### config.mk
export PLATFORM = sky130hd
export DESIGN_NAME = mem_arbiter_flat
export DESIGN_NICKNAME = d
export VERILOG_FILES = /design/src/rtl/mem_arb_pkg.sv /design/src/rtl/mem_arb_if.sv /design/src/rtl/mem_arb_grant.sv /design/src/rtl/mem_arbiter.sv /design/src/flat_wrapper.sv
export SDC_FILE = /design/constraint.sdc
export NUM_CORES = 1
export LEC_CHECK = 0
export CORE_UTILIZATION = 30
export DETAILED_ROUTE_END_ITERATION = 8
export PLACE_DENSITY = 0.63
export SLEW_MARGIN = 20
export SYNTH_ARGS = -nofsm -noshare
export SYNTH_HDL_FRONTEND = slang
export SYNTH_SLANG_ARGS = --single-unit
### constraint.sdc
create_clock -name clk -period 5.1 [get_ports clk]
set_input_delay 0.765 -clock clk [delete_from_list [all_inputs] [get_ports clk]]
set_output_delay 0.765 -clock clk [all_outputs]
set_load 0.05 [all_outputs]
### src/rtl/mem_arb_pkg.sv
// Shared types and sizing helper for the IFU/LSU memory-port arbiter.
package mem_arb_pkg;

    typedef enum logic [1:0] {IDLE, WAIT, ACCESS, RESP} state_e;
    typedef enum logic {OWN_IFU, OWN_LSU} owner_e;

    // Width of the latency down-counter; never narrower than one bit.
    function automatic int lat_cnt_w(input int lat);
        return (lat < 1) ? 1 : $clog2(lat + 1);
    endfunction

endpackage

### src/rtl/mem_arb_if.sv
// Bundle of the IFU, LSU and memory-side signals of the arbiter.
interface mem_arb_if #(
    parameter int ADDR_W = 32,
    parameter int DATA_W = 32
);
    logic              ifu_req_valid;
    logic              ifu_req_ready;
    logic [ADDR_W-1:0] ifu_addr;
    logic              ifu_resp_valid;
    logic              ifu_resp_ready;
    logic [DATA_W-1:0] ifu_rdata;

    logic                lsu_req_valid;
    logic                lsu_req_ready;
    logic                lsu_wr;
    logic [ADDR_W-1:0]   lsu_addr;
    logic [DATA_W-1:0]   lsu_wdata;
    logic [DATA_W/8-1:0] lsu_wstrb;
    logic                lsu_resp_valid;
    logic                lsu_resp_ready;
    logic [DATA_W-1:0]   lsu_rdata;

    logic                mem_en;
    logic                mem_wr;
    logic [ADDR_W-1:0]   mem_addr;
    logic [DATA_W-1:0]   mem_wdata;
    logic [DATA_W/8-1:0] mem_wstrb;
    logic [DATA_W-1:0]   mem_rdata;

    modport slave (
        input  ifu_req_valid, ifu_addr, ifu_resp_ready,
        input  lsu_req_valid, lsu_wr, lsu_addr, lsu_wdata, lsu_wstrb, lsu_resp_ready,
        input  mem_rdata,
        output ifu_req_ready, ifu_resp_valid, ifu_rdata,
        output lsu_req_ready, lsu_resp_valid, lsu_rdata,
        output mem_en, mem_wr, mem_addr, mem_wdata, mem_wstrb
    );

    modport master (
        output ifu_req_valid, ifu_addr, ifu_resp_ready,
        output lsu_req_valid, lsu_wr, lsu_addr, lsu_wdata, lsu_wstrb, lsu_resp_ready,
        output mem_rdata,
        input  ifu_req_ready, ifu_resp_valid, ifu_rdata,
        input  lsu_req_ready, lsu_resp_valid, lsu_rdata,
        input  mem_en, mem_wr, mem_addr, mem_wdata, mem_wstrb
    );
endinterface

### src/rtl/mem_arb_grant.sv
// Tie-break between IFU and LSU requests. Fixed LSU priority by default;
// with MEM_ARB_RR_EN defined, a tie goes to the side not granted last.
module mem_arb_grant
    import mem_arb_pkg::*;
(
`ifdef MEM_ARB_RR_EN
    input  logic clk,
    input  logic rst_n,
    input  logic grant_fire_i,
`endif
    input  logic ifu_req_i,
    input  logic lsu_req_i,
    output logic ifu_gnt_o,
    output logic lsu_gnt_o
);

`ifdef MEM_ARB_RR_EN
    owner_e last_q;
    owner_e last_d;

    // Reset as "LSU granted last" so the first tie after reset goes to IFU.
    always_ff @(posedge clk or negedge rst_n) begin
        if (!rst_n) begin
            last_q <= OWN_LSU;
        end else begin
            last_q <= last_d;
        end
    end

    always_comb begin
        ifu_gnt_o = ifu_req_i & (~lsu_req_i | (last_q == OWN_LSU));
        lsu_gnt_o = lsu_req_i & (~ifu_req_i | (last_q == OWN_IFU));
        last_d    = last_q;
        if (grant_fire_i) begin
            last_d = lsu_gnt_o ? OWN_LSU : OWN_IFU;
        end
    end
`else
    always_comb begin
        ifu_gnt_o = ifu_req_i & ~lsu_req_i;
        lsu_gnt_o = lsu_req_i;
    end
`endif

endmodule

### src/rtl/mem_arbiter.sv
// Shares one combinational-read memory port between IFU and LSU, one transaction
// at a time, with LAT wait cycles before the access. Round-robin ties via MEM_ARB_RR_EN.
module mem_arbiter
    import mem_arb_pkg::*;
#(
    parameter int ADDR_W = 32,
    parameter int DATA_W = 32,
    parameter int LAT    = 1
) (
    input  logic      clk,
    input  logic      rst_n,
    mem_arb_if.slave  bus
);

    localparam int LAT_CNT_W = lat_cnt_w(LAT);
    localparam int STRB_W    = DATA_W / 8;

    state_e               state_q, state_d;
    owner_e               owner_q, owner_d;
    logic                 wr_q, wr_d;
    logic [ADDR_W-1:0]    addr_q, addr_d;
    logic [DATA_W-1:0]    wdata_q, wdata_d;
    logic [STRB_W-1:0]    wstrb_q, wstrb_d;
    logic [DATA_W-1:0]    rdata_q, rdata_d;
    logic [LAT_CNT_W-1:0] cnt_q, cnt_d;

    logic ifu_gnt;
    logic lsu_gnt;
    logic grant_fire;

    // Gating with rst_n keeps req_ready low while reset is asserted.
    assign grant_fire = (state_q == IDLE) && rst_n && (ifu_gnt || lsu_gnt);

    mem_arb_grant u_grant (
`ifdef MEM_ARB_RR_EN
        .clk          (clk),
        .rst_n        (rst_n),
        .grant_fire_i (grant_fire),
`endif
        .ifu_req_i    (bus.ifu_req_valid),
        .lsu_req_i    (bus.lsu_req_valid),
        .ifu_gnt_o    (ifu_gnt),
        .lsu_gnt_o    (lsu_gnt)
    );

    always_ff @(posedge clk or negedge rst_n) begin
        if (!rst_n) begin
            state_q <= IDLE;
            owner_q <= OWN_IFU;
            wr_q    <= 1'b0;
            addr_q  <= '0;
            wdata_q <= '0;
            wstrb_q <= '0;
            rdata_q <= '0;
            cnt_q   <= '0;
        end else begin
            state_q <= state_d;
            owner_q <= owner_d;
            wr_q    <= wr_d;
            addr_q  <= addr_d;
            wdata_q <= wdata_d;
            wstrb_q <= wstrb_d;
            rdata_q <= rdata_d;
            cnt_q   <= cnt_d;
        end
    end

    always_comb begin
        state_d           = state_q;
        owner_d           = owner_q;
        wr_d              = wr_q;
        addr_d            = addr_q;
        wdata_d           = wdata_q;
        wstrb_d           = wstrb_q;
        rdata_d           = rdata_q;
        cnt_d             = cnt_q;
        bus.ifu_req_ready = 1'b0;
        bus.lsu_req_ready = 1'b0;
        unique case (state_q)
            IDLE: begin
                if (grant_fire) begin
                    bus.ifu_req_ready = ifu_gnt;
                    bus.lsu_req_ready = lsu_gnt;
                    owner_d = lsu_gnt ? OWN_LSU : OWN_IFU;
                    wr_d    = lsu_gnt & bus.lsu_wr;
                    addr_d  = lsu_gnt ? bus.lsu_addr : bus.ifu_addr;
                    wdata_d = lsu_gnt ? bus.lsu_wdata : '0;
                    wstrb_d = lsu_gnt ? bus.lsu_wstrb : '0;
                    cnt_d   = LAT_CNT_W'(LAT);
                    state_d = (LAT == 0) ? ACCESS : WAIT;
                end
            end
            WAIT: begin
                cnt_d = cnt_q - LAT_CNT_W'(1);
                if (cnt_q <= LAT_CNT_W'(1)) begin
                    state_d = ACCESS;
                end
            end
            ACCESS: begin
                rdata_d = wr_q ? '0 : bus.mem_rdata;
                state_d = RESP;
            end
            RESP: begin
                if ((owner_q == OWN_LSU && bus.lsu_resp_ready) ||
                    (owner_q == OWN_IFU && bus.ifu_resp_ready)) begin
                    state_d = IDLE;
                end
            end
            default: state_d = IDLE;
        endcase
    end

    assign bus.mem_en    = (state_q == ACCESS);
    assign bus.mem_wr    = wr_q;
    assign bus.mem_addr  = addr_q;
    assign bus.mem_wdata = wdata_q;
    assign bus.mem_wstrb = wstrb_q;

    assign bus.ifu_resp_valid = (state_q == RESP) && (owner_q == OWN_IFU);
    assign bus.lsu_resp_valid = (state_q == RESP) && (owner_q == OWN_LSU);
    assign bus.ifu_rdata      = (owner_q == OWN_IFU) ? rdata_q : '0;
    assign bus.lsu_rdata      = (owner_q == OWN_LSU) ? rdata_q : '0;

endmodule

### src/flat_wrapper.sv
// flat-port wrapper written by rule: the top's interface ports become plain ports
module mem_arbiter_flat import mem_arb_pkg::*;
#(
    parameter int ADDR_W = 32,
    parameter int DATA_W = 32,
    parameter int LAT    = 1
)
  (clk, rst_n, bus_ifu_req_valid, bus_ifu_addr, bus_ifu_resp_ready, bus_lsu_req_valid, bus_lsu_wr, bus_lsu_addr, bus_lsu_wdata, bus_lsu_wstrb, bus_lsu_resp_ready, bus_mem_rdata, bus_ifu_req_ready, bus_ifu_resp_valid, bus_ifu_rdata, bus_lsu_req_ready, bus_lsu_resp_valid, bus_lsu_rdata, bus_mem_en, bus_mem_wr, bus_mem_addr, bus_mem_wdata, bus_mem_wstrb);
  mem_arb_if #(.ADDR_W(ADDR_W), .DATA_W(DATA_W)) bus_i ();
  input  logic clk;
  input  logic rst_n;
  input wire logic [$bits(bus_i.ifu_req_valid)-1:0] bus_ifu_req_valid;
  input wire logic [$bits(bus_i.ifu_addr)-1:0] bus_ifu_addr;
  input wire logic [$bits(bus_i.ifu_resp_ready)-1:0] bus_ifu_resp_ready;
  input wire logic [$bits(bus_i.lsu_req_valid)-1:0] bus_lsu_req_valid;
  input wire logic [$bits(bus_i.lsu_wr)-1:0] bus_lsu_wr;
  input wire logic [$bits(bus_i.lsu_addr)-1:0] bus_lsu_addr;
  input wire logic [$bits(bus_i.lsu_wdata)-1:0] bus_lsu_wdata;
  input wire logic [$bits(bus_i.lsu_wstrb)-1:0] bus_lsu_wstrb;
  input wire logic [$bits(bus_i.lsu_resp_ready)-1:0] bus_lsu_resp_ready;
  input wire logic [$bits(bus_i.mem_rdata)-1:0] bus_mem_rdata;
  output wire logic [$bits(bus_i.ifu_req_ready)-1:0] bus_ifu_req_ready;
  output wire logic [$bits(bus_i.ifu_resp_valid)-1:0] bus_ifu_resp_valid;
  output wire logic [$bits(bus_i.ifu_rdata)-1:0] bus_ifu_rdata;
  output wire logic [$bits(bus_i.lsu_req_ready)-1:0] bus_lsu_req_ready;
  output wire logic [$bits(bus_i.lsu_resp_valid)-1:0] bus_lsu_resp_valid;
  output wire logic [$bits(bus_i.lsu_rdata)-1:0] bus_lsu_rdata;
  output wire logic [$bits(bus_i.mem_en)-1:0] bus_mem_en;
  output wire logic [$bits(bus_i.mem_wr)-1:0] bus_mem_wr;
  output wire logic [$bits(bus_i.mem_addr)-1:0] bus_mem_addr;
  output wire logic [$bits(bus_i.mem_wdata)-1:0] bus_mem_wdata;
  output wire logic [$bits(bus_i.mem_wstrb)-1:0] bus_mem_wstrb;
  assign bus_i.ifu_req_valid = bus_ifu_req_valid;
  assign bus_i.ifu_addr = bus_ifu_addr;
  assign bus_i.ifu_resp_ready = bus_ifu_resp_ready;
  assign bus_i.lsu_req_valid = bus_lsu_req_valid;
  assign bus_i.lsu_wr = bus_lsu_wr;
  assign bus_i.lsu_addr = bus_lsu_addr;
  assign bus_i.lsu_wdata = bus_lsu_wdata;
  assign bus_i.lsu_wstrb = bus_lsu_wstrb;
  assign bus_i.lsu_resp_ready = bus_lsu_resp_ready;
  assign bus_i.mem_rdata = bus_mem_rdata;
  assign bus_ifu_req_ready = bus_i.ifu_req_ready;
  assign bus_ifu_resp_valid = bus_i.ifu_resp_valid;
  assign bus_ifu_rdata = bus_i.ifu_rdata;
  assign bus_lsu_req_ready = bus_i.lsu_req_ready;
  assign bus_lsu_resp_valid = bus_i.lsu_resp_valid;
  assign bus_lsu_rdata = bus_i.lsu_rdata;
  assign bus_mem_en = bus_i.mem_en;
  assign bus_mem_wr = bus_i.mem_wr;
  assign bus_mem_addr = bus_i.mem_addr;
  assign bus_mem_wdata = bus_i.mem_wdata;
  assign bus_mem_wstrb = bus_i.mem_wstrb;
  mem_arbiter #(.ADDR_W(ADDR_W), .DATA_W(DATA_W), .LAT(LAT)) u_core (.clk(clk), .rst_n(rst_n), .bus(bus_i));
endmodule
# --- Word level (Yosys, flattened, before mapping) ---
# Index checks and enable logic that the tools add are counted.
# Widths: inputs -> output; s select.
word_totals:
  reg_bits: 105
  latchBits: 0
  ramBits: 0
  mem_bits_ro: 0
  in_bits: 139
  output_inout_bits: 138
  elab_cells: 50
  mem_count: 0
op_classes:
  n_addsub: 1
  mul: 0
  n_div: 0
  magnitude_cmp: 1
  n_eq_ne: 6
  shifts: 0
  mux: 17
  bitwise_logic: 4
  reduce_logical: 13
op_table:
  columns: ["cell", "count"]
  rows:
  - ["$mux 32", 5]
  - ["$pmux 2 s4", 1]
  - ["$logic_and 1x1->1", 6]
  - ["$mux 1", 6]
  - ["$mux 2", 3]
  - ["$ne 2x1->1 const B", 3]
  - ["$eq 2x2->1 const B", 2]
  - ["$mux 4", 1]
  - ["$reduce_and 2->1", 2]
  - ["$reduce_and 3->1", 1]
  - ["$and 1x1->1", 2]
  - ["$eq 2x1->1 const B", 1]
  - ["$logic_not 2->1", 1]
  - ["$logic_or 1x1->1", 2]
  - ["$not 1->1", 2]
  - ["$pmux 1 s2", 1]
  - ["$reduce_bool 2->1", 1]
  - ["$le 1x1->1 const B", 1]
  - ["$sub 1x1->1 const B", 1]

# --- Logic depth before layout (Yosys ltp) ---
# Gate-level depths: netlist of the first run.
depth:
  depth_word: 6
  mapped_depth: 7
  ltp_nobuf: 5

# --- Hierarchy ---
# From an unflattened synthesis of the first run, not the netlist that was laid out.
hier_totals:
  hier_cells: 452
  area_unflattened_um2: 4613.2
by_module_without_submodules:
  columns: ["module", "instances", "cells_per_inst", "area_each_um2", "seq_area_each_um2"]
  rows:
  - ["mem_arbiter", 1, 450, 4591.9, 2602.5]
  - ["mem_arb_grant", 1, 2, 21.3, 0.0]

# --- Worst setup path after synthesis of the first run ---
# No wires, ideal clock.
synth_timing:
  path_kind: "input to output"
  startpoint: "in bus_lsu_req_valid"
  endpoint: "out bus_lsu_req_ready"
  t_arrival_ps: 1706
  t_required_ps: 4335
  slack_ps: 2629
  cell_stages: 3
  path_buffers: 2
  path_cell_list: "buf_4 -> and3_1 -> clkbuf_1"
synth_between:
  elab_chain_cells: 6
synth_rtl:
  columns: ["element", "line", "rtl"]
  rows:
  - ["from (decl)", "flat_wrapper.sv:15", "input wire logic [$bits(bus_i.lsu_req_valid)-1:0] bus_lsu_req_valid;"]
  - ["$not 1->1", "mem_arb_grant.sv:40", "ifu_gnt_o = ifu_req_i & ~lsu_req_i;"]
  - ["$and 1x1->1", "mem_arb_grant.sv:40", null]
  - ["$logic_or 1x1->1", "mem_arbiter.sv:32", "assign grant_fire = (state_q == IDLE) && rst_n && (ifu_gnt || lsu_gnt);"]
  - ["$logic_and 1x1->1", "mem_arbiter.sv:32", null]
  - ["$mux 1 *", "mem_arbiter.sv:81", "if (grant_fire) begin"]
  - ["$mux 1 *", "mem_arbiter.sv:79", "unique case (state_q)"]
  - ["to (decl)", "flat_wrapper.sv:25", "output wire logic [$bits(bus_i.lsu_req_ready)-1:0] bus_lsu_req_ready;"]
# Every way passes the cells marked *; elsewhere a longest branch is shown, timed or not.

# --- Worst setup path after layout of the first run ---
layout_timing:
  startpoint: "reg u_core.owner_q"
  endpoint: "out bus_lsu_rdata[2]"
layout_between:
  elab_chain_cells: 1
layout_rtl:
  columns: ["element", "line", "rtl"]
  rows:
  - ["from (decl)", "mem_arbiter.sv:19", "owner_e owner_q, owner_d;"]
  - ["from (signal assigned)", "mem_arbiter.sv:58", "owner_q <= owner_d;"]
  - ["$mux 32", "mem_arbiter.sv:122", "assign bus.lsu_rdata = (owner_q == OWN_LSU) ? rdata_q : '0;"]
  - ["to (decl)", "flat_wrapper.sv:27", "output wire logic [$bits(bus_i.lsu_rdata)-1:0] bus_lsu_rdata;"]
# No other way between the ends.

==> impl_results.md, run 1 <==
* Count of clock tree sinks at 104
* Most frequent cells after synthesis: dfrtp_1 (104), o21ai_0 (64), a22o_1 (38), inv_1 (34)
* Endpoint class of the critical path: primary output
* RSZ-0062 raised after global routing: false
* Top delay family on crit path: flip-flops
* Clk_lat worst skew at 0.34 ns
* First-pass GRT wire length at 22250 um
* Routed Antenna Nets at 0
* Routed vias at 4150
* Die footprint at 16090 um^2
* Ports at 277
* Max VDD drop at 350.9 uV
* FFs w/ async S/R, synth at 1.000
* Vias per inst at 4.611
* TNS Setup at 0 ns
* Min Tclk post-route at 3.195 ns
* Netlist cell types at 24
* Grt total ovfl at 0
* Antenna cells at 0
* Worst reg2reg path endpoint: u_core.state_q[1]$_DFFE_PN0P_
* Drt drc at 0
* Starting Density at 0.3076
* Synth Flop Type: dfrtp_1
* Flops & latches, synth at 104
* CP Class: register to primary output
* Crit path buf inv count at 1
* Die height at 126.8 um
* Routed wire length at 13830 um
* CTS Buf Count at 9
* FMAX at 0.3130 GHz
* Placer Congestion at 0.7604
* Max-slew violations at 0
* Synth warn at 0
* Synth area leaders: dfrtp_1 (56%), a22o_1 (7.1%), mux2i_1 (7.1%)
* Final-stage net count at 849
* Synth-to-layout area growth at 69.25%
* Mean Syn Cell Area at 10.39 um^2
* Critical Path AT at 2.43 ns
* Post-DP HPWL at 10390 um
* Worst setup SP type: register
* Crit share post-route at 0.6264
* Worst rel slew slack at 0.3502
* Post-synth EDFFs at 0
* CTS Buffer Depth at 2
* Gr usage total at 0.1756
* Max-cap viol count at 0
* Pwr dens at 714.9 nW/um^2
* Final setup fails at 0
* PortBufs at 276
* Post-Syn Instances at 450
* CP cell instances: and2_1 -> clkdlybuf4s50_1
* WL per Instance at 15.37 um
* Pin count of the biggest net entering global routing at 74
* CTS tree: built
* Most numerous cell in the Yosys netlist: dfrtp_1
* Post-CTS setup buffers at 0
* R2R cell count at 3
* CTS HTree Levels at 3
* Final Util at 0.5206
* Vias in the first global route at 4380
* Final Skew at 0.008131 ns
* Ratio of cells with drive above 1 in the final layout at 0.03933
* Post-Syn Area at 4676 um^2
* Internal reg-to-reg setup slack at 2.93 ns
* Hold_buf cts at 0
* CTS clk-pin slew, worst paths at 0.07 ns
* Status: finished clean
* Area share of the largest cell type after synthesis at 0.5566
* Critical Path RT at 4.34 ns
* Router iterations before antenna repair at 4
* Syn_nets at 592
* PostCTS Resize Cnt at 0
* Root Buffer: clkbuf_16
* Slowest stage cell, crit path: dfrtp_2
* Row count at 45
* Die width at 126.8 um
* CP max FO at 68
* Count of final hold-check violations at 0
* Synth area leader: dfrtp_1
* Tightest Pin Transition at 0.9747 ns
* Initial antenna violation count at 0
* Worst r2r src: u_core.owner_q$_DFFE_PN0P_
* Leakage at 0.003467 uW
* 1st-iter DRT viols at 164
* Register area share after synthesis at 0.5566
* Slowest cell delay on critical path at 0.99 ns
* Worst Hold Class: primary input to asynchronous set/reset pin
* Core area at 15200 um^2
placed cells by master (no fill, tap or decap), types with 2 or more instances in the layout:
cell type / count
inv_8: 2
ha_1: 2
nor2_1: 32
buf_4: 7
clkbuf_16: 9
nand2_1: 32
clkdlybuf4s50_1: 274
mux2i_1: 33
a22o_1: 38
clkinvlp_4: 2
nand3b_1: 32
inv_1: 34
bufinv_16: 3
dfrtp_1: 103
and2_1: 33
o21ai_0: 64
area by class of cell:
| class | count | area, um^2 |
|---|---|---|
| clock buffer | 9 | 225.2 |
| clock inverter | 7 | 127.6 |
| tap | 188 | 235.2 |
| sequential | 104 | 2604 |
| timing repair buffer | 282 | 2800 |
| fill | 1396 | 7288 |
| multi-input combinational | 276 | 1794 |
| inverter | 34 | 127.6 |
worst max path at each step:
stage                                from                       endpoint  slack, ns  cells past startpoint
2_1_floorplan           bus_lsu_req_valid              bus_lsu_req_ready       2.63                      3
3_3_place_gp                        rst_n  u_core.state_q[1]$_DFFE_PN0P_       1.74                      5
3_5_place_dp                        rst_n  u_core.state_q[1]$_DFFE_PN0P_       1.65                      5
4_1_cts        u_core.owner_q$_DFFE_PN0P_              bus_lsu_rdata[31]       1.87                      2
5_1_grt        u_core.owner_q$_DFFE_PN0P_               bus_lsu_rdata[8]       1.74                      2
6_report       u_core.owner_q$_DFFE_PN0P_               bus_lsu_rdata[2]       1.91                      2
cell families (layout without fill, tap and decap cells):
| group | count (synthesis) | count (layout) | synth area share |
|---|---|---|---|
| compound gates | 106 | 106 | 0.1466 |
| fa+ha+maj | 3 | 3 | 0.008029 |
| buf+inv | 70 | 332 | 0.06208 |
| flops | 104 | 104 | 0.5566 |
| mux | 34 | 34 | 0.07386 |
| simple gates | 133 | 133 | 0.1528 |
metrics by stage:
stage	cell area [um^2]	setup slack (ns)	power, uW	hold slack [ns]	cells
final	7914	1.905	5657	0.3633	900
after global routing	7914	1.745	5960	0.3916	900
after CTS	7914	1.870	5726	0.3678	900
after detailed placement	7561	1.652	4899	0.4688	884
after global placement	7561	1.745	4853	0.4643	884
after floorplan	4676	2.629	3678	0.4694	450
metal layers:
layer | share of wire | vias up | global-route usage
met2 | 0.50 | 159 | 0.3209
met4 | 0.019 | 0 | 0.05672
met5 | 0 | - | 0
met1 | 0.40 | 1942 | 0.1958
met3 | 0.080 | 20 | 0.04977
li1 | - | 2029 | -
registers in the layout, indices dropped and copies added, names as in the netlist:
register and cells:
u_core.bus.mem_addr 32, u_core.bus.mem_wdata 32, u_core.rdata_q 32, u_core.bus.mem_wstrb 4, u_core.state_q 2, u_core.bus.mem_wr 1
u_core.owner_q 1
where the power goes:
group | total (uW) | switching (uW) | internal [uW]
Sequential | 1460 | 278 | 1180
Clock | 797 | 310 | 487
Combinational | 3400 | 2230 | 1170
Total | 5660 | 2820 | 2840
(Power assumes the default switching activity.)
==> inputs of run 2 (changes only) <==
--- a/config.mk
+++ b/config.mk
@@ -7,7 +7,7 @@
 export LEC_CHECK = 0
 export CORE_UTILIZATION = 30
 export DETAILED_ROUTE_END_ITERATION = 8
-export PLACE_DENSITY = 0.63
+export PLACE_DENSITY = 0.66
 export SLEW_MARGIN = 20
 export SYNTH_ARGS = -nofsm -noshare
 export SYNTH_HDL_FRONTEND = slang
==> constraint.sdc (replaced) <==
create_clock -name clk -period 2.92 [get_ports clk]
set_input_delay 0.438 -clock clk [delete_from_list [all_inputs] [get_ports clk]]
set_output_delay 0.438 -clock clk [all_outputs]
set_load 0.05 [all_outputs]
==> impl_results.md, run 2 (synthesized netlist as in run 1, its figures left out) <==
* RSZ-0062 raised after global routing: false
* Endpoint class of the critical path: primary output
* Routed vias at 4186 (+0.87%)
* CTS clk-pin slew, worst paths at 0.07 ns (about the same)
* Routed wire length at 14280 um (+3.2%)
* Finished Layout Cells at 906 (+0.67%)
* Die height at 126.8 um (unchanged)
* CTS tree: built
* Worst setup margin at 0.2544 ns (-1.651 ns)
* Initial antenna violation count at 1 (+1)
* Count of clock tree sinks at 104 (unchanged)
* Slowest cell delay on critical path at 0.82 ns (-0.17 ns)
* Final Skew at 0.008415 ns (+0.0002841 ns)
* PortBufs at 276 (unchanged)
* Worst Hold Class: register to register
* Top delay family on crit path: buffers and inverters
* Pwr dens at 1225 nW/um^2 (+71%)
* FMAX at 0.3752 GHz
* Drt drc at 0 (unchanged)
* Clk_lat worst skew at 0.34 ns (about the same)
* WL per Instance at 15.76 um (+2.5%)
* Min Tclk post-route at 2.666 ns
* CP cell instances: and2_1 -> clkdlybuf4s50_1
* Vias per inst at 4.620 (+0.20%)
* Crit path buf inv count at 1 (unchanged)
* Router iterations before antenna repair at 7 (+3)
* Vias in the first global route at 4325 (-1.3%)
* Worst rel slew slack at 0.4613 (+0.1111)
* Core area at 15200 um^2 (unchanged)
* Count of final hold-check violations at 0 (unchanged)
* Post-DP HPWL at 10640 um (+2.4%)
* Slowest stage cell, crit path: clkdlybuf4s50_1
* TNS Setup at 0 ns (unchanged)
* Ratio of cells with drive above 1 in the final layout at 0.04742 (+0.008094)
* Worst slack, placed at 0.3690 ns (-1.283 ns)
* Pin count of the biggest net entering global routing at 69 (-6.8%)
* Tightest Pin Transition at 0.8080 ns (-0.1667 ns)
* Placed insts at 888 (+0.45%)
* Grt total ovfl at 0 (unchanged)
* Max-slew violations at 0 (unchanged)
* Final setup fails at 0 (unchanged)
* Routed Antenna Nets at 0 (unchanged)
* Post-CTS setup buffers at 0 (unchanged)
* Hold WS at 0.4793 ns (+0.1160 ns)
* Starting Density at 0.3076 (unchanged)
* Final-stage net count at 854 (+0.59%)
* CP max FO at 68 (unchanged)
* Most frequent cells in the layout: clkdlybuf4s50_1 (272), dfrtp_1 (103), o21ai_0 (64), a22o_1 (38), inv_1 (34)
* Critical Path RT at 2.48 ns (-1.86 ns)
* Setup crit start: u_core.owner_q$_DFFE_PN0P_
* CP Class: register to primary output
* Critical Path AT at 2.23 ns (-0.20 ns)
* CTS Buffer Depth at 2 (unchanged)
* Status: finished clean
* 1st-iter DRT viols at 152 (-7.3%)
* Crit share post-route at 0.9129
* Root Buffer: clkbuf_16
* Worst hold start: u_core.bus.mem_addr[12]$_DFFE_PN0P_
* Synth-to-layout area growth at 69.07%
* Max VDD drop at 635.4 uV (+81%)
* Ports at 277 (unchanged)
* Worst r2r src: u_core.owner_q$_DFFE_PN0P_
* Placer Congestion at 0.7534 (-0.92%)
* Worst setup SP type: register
* CTS HTree Levels at 3 (unchanged)
* CTS Buf Count at 9 (unchanged)
* Leakage at 0.003467 uW (about the same)
* Gr usage total at 0.1788 (+0.003176)
* Die width at 126.8 um (unchanged)
* Die footprint at 16090 um^2 (unchanged)
* Commonest non-fill, non-tap cell in the layout: clkdlybuf4s50_1
* Row count at 45 (unchanged)
* Max-cap viol count at 0 (unchanged)
* First-pass GRT wire length at 22430 um (+0.81%)
==> run 2: changes by cell type in the layout (fill, tap and decap cells not counted), moves of 2 or more <==
cell	previous run	this run
buf_4	7	11
inv_6	0	2
inv_8	2	0
buf_12	0	2
clkdlybuf4s50_1	274	272
bufinv_16	3	0
==> run 2: what timing repair did <==
action / CTS / global route
hold buffers: 1 / 0
endpoints found under the hold margin: 9 / 0
gates resized for setup: 1 / 0
endpoints found under the setup margin: 1 / 0
==> run 2: per-layer routing <==
layer  vias to the layer above  share of wire  track usage
met4                         0          0.026      0.07563
met3                        25          0.081      0.05778
met1                      1935           0.41       0.2065
met2                       182           0.48       0.3045
li1                       2044              -            -
met5                         -              0            0
==> run 2: per-stage QoR <==
step | cell area (um^2) | util | power (uW)
6_report | 7905 | 0.5200 | 9685
5_1_grt | 7903 | 0.5198 | 10210
4_1_cts | 7903 | 0.5198 | 9785
3_5_place_dp | 7611 | 0.5007 | 8595
3_3_place_gp | 7611 | 0.5007 | 8494
2_1_floorplan | 4676 | - | 6424
==> run 2: worst reg2reg max path: stages (launching register included) <==
cell and delay, ns:
dfrtp_4 0.79, mux2i_1 0.45, a22o_1 0.23, mux2_4 0.31
==> run 2: worst paths after layout <==
| check | endpoint | slack (ns) | cells after the start |
|---|---|---|---|
| max | bus_lsu_rdata[9] | 0.25 | 2 |
| min in group asynchronous | u_core.bus.mem_addr[19]$_DFFE_PN0P_ | 0.49 | 2 |
| min reg2reg | u_core.bus.mem_addr[12]$_DFFE_PN0P_ | 0.48 | 2 |
| max reg2reg | u_core.state_q[1]$_DFFE_PN0P_ | 1.03 | 3 |
| min | u_core.bus.mem_addr[12]$_DFFE_PN0P_ | 0.48 | 2 |
| max in group asynchronous | u_core.bus.mem_wdata[0]$_DFFE_PN0P_ | 1.38 | 3 |
==> run 2: power breakdown <==
part | switching (uW) | leakage, uW | internal, uW
Clock | 560 | 0.000128 | 585
Sequential | 456 | 0.00132 | 2070
Combinational | 3950 | 0.00202 | 2060
Total | 4960 | 0.00347 | 4720
==> run 2: final cells by class <==
type / instances / area, um^2
well taps: 188 / 235.2
diodes: 1 / 2.502
repair buffers: 287 / 2860
clock inverters: 7 / 53.80
inverters: 34 / 127.6
multi-input cells: 276 / 1794
clock buffers: 9 / 225.2
flip-flops and latches: 104 / 2606
fillers: 1382 / 7297
